[config.mk]
export PLATFORM = sky130hd
export DESIGN_NAME = ex_mem_reg
export DESIGN_NICKNAME = d
export VERILOG_FILES = /design/src/rtl/ex_mem_reg.sv
export SDC_FILE = /design/constraint.sdc
export NUM_CORES = 1
export LEC_CHECK = 0
export ABC_AREA = 1
export CAP_MARGIN = 20
export CORE_ASPECT_RATIO = 0.7
export CORE_UTILIZATION = 35
export CTS_CLUSTER_SIZE = 12
export DETAILED_ROUTE_END_ITERATION = 6
export PLACE_DENSITY = 0.77
export SYNTH_ARGS = -nofsm -noshare
export SYNTH_HDL_FRONTEND = slang
export SYNTH_SLANG_ARGS = --single-unit
[constraint.sdc]
create_clock -name clk -period 4.75 [get_ports clk]
set_input_delay 0.95 -clock clk [delete_from_list [all_inputs] [get_ports clk]]
set_output_delay 0.95 -clock clk [all_outputs]
set_load 0.01 [all_outputs]
[src/rtl/ex_mem_reg.sv]
// EX/MEM pipeline register: captures EX results, sequences stall/flush, and parks the
// MADD/MSUB accumulator across EX stalls when HILO_ACC_EN is defined.
module ex_mem_reg #(
    parameter int unsigned REG_W   = 32,
    parameter int unsigned ADDR_W  = 5,
    parameter int unsigned STALL_W = 6
) (
    input  logic                 clk,
    input  logic                 rst,
    input  logic [STALL_W-1:0]   stall,
    input  logic                 flush,
    input  logic [ADDR_W-1:0]    ex_wd,
    input  logic                 ex_wreg,
    input  logic [REG_W-1:0]     ex_wdata,
    input  logic [REG_W-1:0]     ex_hi,
    input  logic [REG_W-1:0]     ex_lo,
    input  logic                 ex_whilo,
`ifdef HILO_ACC_EN
    input  logic [2*REG_W-1:0]   hilo_i,
    input  logic [1:0]           cnt_i,
`endif
    output logic [ADDR_W-1:0]    mem_wd,
    output logic                 mem_wreg,
    output logic [REG_W-1:0]     mem_wdata,
    output logic [REG_W-1:0]     mem_hi,
    output logic [REG_W-1:0]     mem_lo,
    output logic                 mem_whilo,
    output logic                 mem_valid,
    output logic [2*REG_W-1:0]   hilo_o,
    output logic [1:0]           cnt_o
);

    localparam int unsigned EX_IDX  = 3;
    localparam int unsigned MEM_IDX = 4;

    typedef struct packed {
        logic [ADDR_W-1:0] wd;
        logic              wreg;
        logic [REG_W-1:0]  wdata;
        logic [REG_W-1:0]  hi;
        logic [REG_W-1:0]  lo;
        logic              whilo;
    } mem_pay_t;

    typedef enum logic {
        EMPTY = 1'b0,
        FULL  = 1'b1
    } slot_state_t;

    mem_pay_t    pay_q, pay_d, ex_pay;
    slot_state_t state_q, state_d;
    logic        advance, bubble;

    // Only the EX and MEM stall bits matter at this boundary.
    logic unused_stall;
    assign unused_stall = ^{stall[STALL_W-1:MEM_IDX+1], stall[EX_IDX-1:0]};

    assign ex_pay = '{wd: ex_wd, wreg: ex_wreg, wdata: ex_wdata,
                      hi: ex_hi, lo: ex_lo, whilo: ex_whilo};

    // stall[4] without stall[3] is illegal from ctrl and falls through to hold.
    assign advance = !stall[EX_IDX] && !stall[MEM_IDX];
    assign bubble  =  stall[EX_IDX] && !stall[MEM_IDX];

    always_ff @(posedge clk or posedge rst) begin
        if (rst) begin
            pay_q   <= '0;
            state_q <= EMPTY;
        end else begin
            pay_q   <= pay_d;
            state_q <= state_d;
        end
    end

    always_comb begin
        pay_d   = pay_q;
        state_d = state_q;
        if (flush) begin
            pay_d   = '0;
            state_d = EMPTY;
        end else if (advance) begin
            pay_d   = ex_pay;
            state_d = FULL;
        end else if (bubble) begin
            pay_d   = '0;
            state_d = EMPTY;
        end
    end

`ifdef HILO_ACC_EN
    logic [2*REG_W-1:0] acc_q, acc_d;
    logic [1:0]         cnt_q, cnt_d;

    always_ff @(posedge clk or posedge rst) begin
        if (rst) begin
            acc_q <= '0;
            cnt_q <= 2'b00;
        end else begin
            acc_q <= acc_d;
            cnt_q <= cnt_d;
        end
    end

    // Accumulator survives only while EX is stalled behind a running MEM.
    always_comb begin
        acc_d = acc_q;
        cnt_d = cnt_q;
        if (flush || advance) begin
            acc_d = '0;
            cnt_d = 2'b00;
        end else if (bubble) begin
            acc_d = hilo_i;
            cnt_d = cnt_i;
        end
    end

    assign hilo_o = acc_q;
    assign cnt_o  = cnt_q;
`else
    assign hilo_o = '0;
    assign cnt_o  = 2'b00;
`endif

    assign mem_wd    = pay_q.wd;
    assign mem_wreg  = pay_q.wreg;
    assign mem_wdata = pay_q.wdata;
    assign mem_hi    = pay_q.hi;
    assign mem_lo    = pay_q.lo;
    assign mem_whilo = pay_q.whilo;
    assign mem_valid = (state_q == FULL);

endmodule

==> summary.md <==
| Metric | Value |
|---|---|
| Arrival time reported for the critical path endpoint | approximately 2800 ps |
| Stage delay of the slowest cell on the critical path | between 500 and 600 ps |
| Fraction of synthesized cell area taken by the top area cell type | between 50% and 60% |
| Number of global-route vias before repair | 3877 |
| Switching fraction of total power | 24.9% |
| Synth-to-Final Area Change | 50.3% |
| Ports | between 200 and 300 |
| Setup-failing EPs final | 0 |
| Cell area after synthesis | 0.00459 mm2 |
| Height of the die | 97.8 um |
| Synth cell count leaders | 207 x nand2_1, 104 x dfrtp_1, 103 x nand3_1, 68 x buf_4, 21 x buf_2 |
| RSZ-0062 raised after global routing | false |
| Fin Clk Skew | 0 ps |
| Clock latency at the later pin of the worst-skew pair | 330 ps |
| Library cell with the largest summed area after synthesis | dfrtp_1 |
| First-pass GRT wire length | ~19000 um |
| Post-synthesis cell type count | 14 |
| Proportion of power drawn by combinational gates | about 15% |
| Number of placement rows | 34 |
| Kind of launch point of the worst setup path | input pin |
| Placed wire-length estimate | about 8400 um |
| Via total after detailed routing | 3944 |
| Clock network power share | between 30% and 40% |
| PnR Total Power | between 2 and 2.5 mW |
| Period utilisation layout | between 50% and 60% |
| Clock tree root buffer cell | clkbuf_16 |
| Worst max-slew margin expressed relative to the limit | slightly above 40% |
| Cell count after synthesis | between 500 and 600 |
| Async S/R FF share, synth | 100% |
| Worst supply voltage drop on vdd | approximately 0.00015 V |
| Post-synthesis sequential element count | roughly 100 |
| Hold WS | 498 ps |
| Time the worst path needs with I/O delays and setup | 2530 ps |
| Final routed wirelength across all metal layers | between 10000 and 15000 um |
| Sequential group share of total power | between 40% and 50% |
| Top fanout value on the critical path | 35 |
| Antenna Violating Nets Remaining | 0 |
| Quantity of gates resized following cts | 0 |
| Post-CTS Hold Buffers | 0 |
| Die outline width | 139 um |
| Drt wl/cell | approximately 13 um |
| Die Area | around 0.014 mm2 |
| Clock-pin slew on the worst setup and hold paths | around 70 ps |
| Post-Place Setup Slack | ~1900 ps |
| Worst Setup Slack, final | about 2200 ps |
| FF/Latch Area | 0.00260 mm2 |
| Worst hold start | mem_hi[6] |
| Maximum frequency from static timing analysis | 395 MHz |
| Routability congestion estimate | about 0.84 |
| Largest net degree at the start of global routing | 105 |
| Worst R2R Setup Slack | 4080 ps |
| Count of buffers from port buffering | between 200 and 250 |
| Timing startpoint of the critical path | stall[3] |
| Final global-route overflow total | 0 |
| Cell count of the worst reg-to-reg path | 2 |
| NetSw | approximately 0.5 mW |
| P_int | 1.51 mW |
| Final antenna diode count | 0 |
| Register area share after synthesis | a little under three fifths |
| Max cap viols | 0 |
| Slew of the pin with the lowest slew margin | between 800 and 900 ps |
| Worst setup EP type | flop |
| Pwr Density | 292 mW/mm2 |
| Mean post-synth cell area | a little under 9 um2 |
| Maximum number of buffers from clock root to sink | 2 |
| Cell area reported after detailed placement | roughly 0.0066 mm2 |
| Number of nets in the finished design | 827 |
| Synth warnings | 0 |
| Area of the core | 0.0126 mm2 |
| Crit-path slowest cell | clkdlybuf4s50_1 |
| Post-layout instance area | between 0.006 and 0.007 mm2 |
| Total area of multi-input combinational cells | between 0.0015 and 0.002 mm2 |
| Proportion of layout cells with a drive suffix above 1 | between 3 and 4% |
| Most common flop cell mapped by yosys | dfrtp_1 |
| Total leakage power | around 3.5 nW |
| Drt pass-1 iters | 7 |
| Crit path to | mem_wdata[26] |
| Final cell utilization of the core | a little over half |
| Top area cells in the synthesized netlist | dfrtp_1 57%, nand2_1 17%, nand3_1 11% |
| Clock Sinks | 104 |
| Chain of cells forming the critical path | clkdlybuf4s50_1 > nor2_1 > nor2_4 > buf_4 > nand3_1 > nand2_1 |
| Fillers | 1137 |
| Routed vias/inst | about 4.5 |
| Antenna violations before repair | 0 |
| Total count of max-transition violations in the final report | 0 |
| Result of the run | finished with violations |
| TritonCTS clock tree | built |
| Number of standard cells in the final layout excluding fillers | a little under 900 |
| WP data required | approximately 5000 ps |
| Number of setup buffers added after CTS | 0 |
| CTS H-Tree Depth | 3 |
| Initial cell density of the core | 36.5% |
| EDFF count, synth | 0 |
| Cell with the most instances after synthesis | nand2_1 |
| Combined global-route utilization of all metal layers | around 18% |
| Critical path class | in -> reg |
| DRC viols | 18 |
| Final Hold Violating Endpoints | 0 |
| Origin of the critical flop-to-flop path | mem_wd[0] |
| TritonCTS buffer count | 9 |
| Placed Instances | roughly 870 |
| Setup TNS | 0 ps |
| Reg-to-reg endpoint | mem_wd[0] |
| Worst min path class | reg -> reg |
| 1st-iter DRT viols | 160 |
| Failing checks | DRC |
-- worst min-delay path by stage --
stage / depth (start not counted) / slack, ps / end
floorplan: 2 / 530 / mem_hi[1]
global route: 2 / 530 / mem_lo[8]
CTS: 2 / 500 / mem_hi[6]
global placement: 2 / 480 / mem_wdata[5]
detailed placement: 2 / 490 / mem_hi[6]
finish: 2 / 500 / mem_hi[6]
-- placed cells by master (no fill, tap or decap), drive strengths merged --
cell type / instances
clkdlybuf4s50: 211
nand2: 207
dfrtp: 104
nand3: 103
conb: 66
clkbuf: 10
buf: 6
inv: 5
nor2: 3
clkinv: 2
nor3: 1
nor3b: 1
bufinv: 1
-- cell type report --
class                           count  share of cell area [%]
Sequential cell                   104                    37.7
Timing Repair Buffer              217                    31.6
Multi-Input combinational cell    381                    23.0
Clock buffer                       10                    3.46
Tap cell                          162                    2.94
Clock inverter                      6                    1.09
Inverter                            2                   0.145
-- cell families after synthesis --
kind of cell           after synthesis  share of synthesized area, %
buffers and inverters              101                          14.4
AND/OR/NAND/NOR                    315                          28.8
flip-flops                         104                          56.7
other                                1                        0.0817
-- flip-flops by register name, summed over array words and instances, names as in the netlist --
name / flops
mem_hi: 32
mem_lo: 32
mem_wdata: 32
mem_wd: 5
mem_valid: 1
mem_whilo: 1
mem_wreg: 1
-- power groups by stage --
stage / sequential [mW] / clock, mW / combinational [mW]
finish: 0.941 / 0.764 / 0.310
global route: 0.945 / 0.829 / 0.337
CTS: 0.941 / 0.789 / 0.311
detailed placement: 0.958 / 0 / 0.309
global placement: 0.956 / 0 / 0.305
floorplan: 0.974 / 0 / 0.143
-- routing by layer --
| layer | part of all wire, % | wire length [um] | vias up | GRT usage (%) |
|---|---|---|---|---|
| met3 | 10 | 1200 | 14 | 6.67 |
| met1 | 41 | 4920 | 1843 | 21.8 |
| met2 | 47 | 5620 | 185 | 28.9 |
| met5 | 0 | 0 | - | 0 |
| met4 | 1.1 | 135 | 0 | 4.70 |
| li1 | - | - | 1902 | - |
-- worst max-delay path: cells and delay by family --
family	cells	cell delay, ps
AND/OR/NAND/NOR	4	810
buffers and inverters	2	1030
Note: power is estimated with default switching activity, not from simulation.
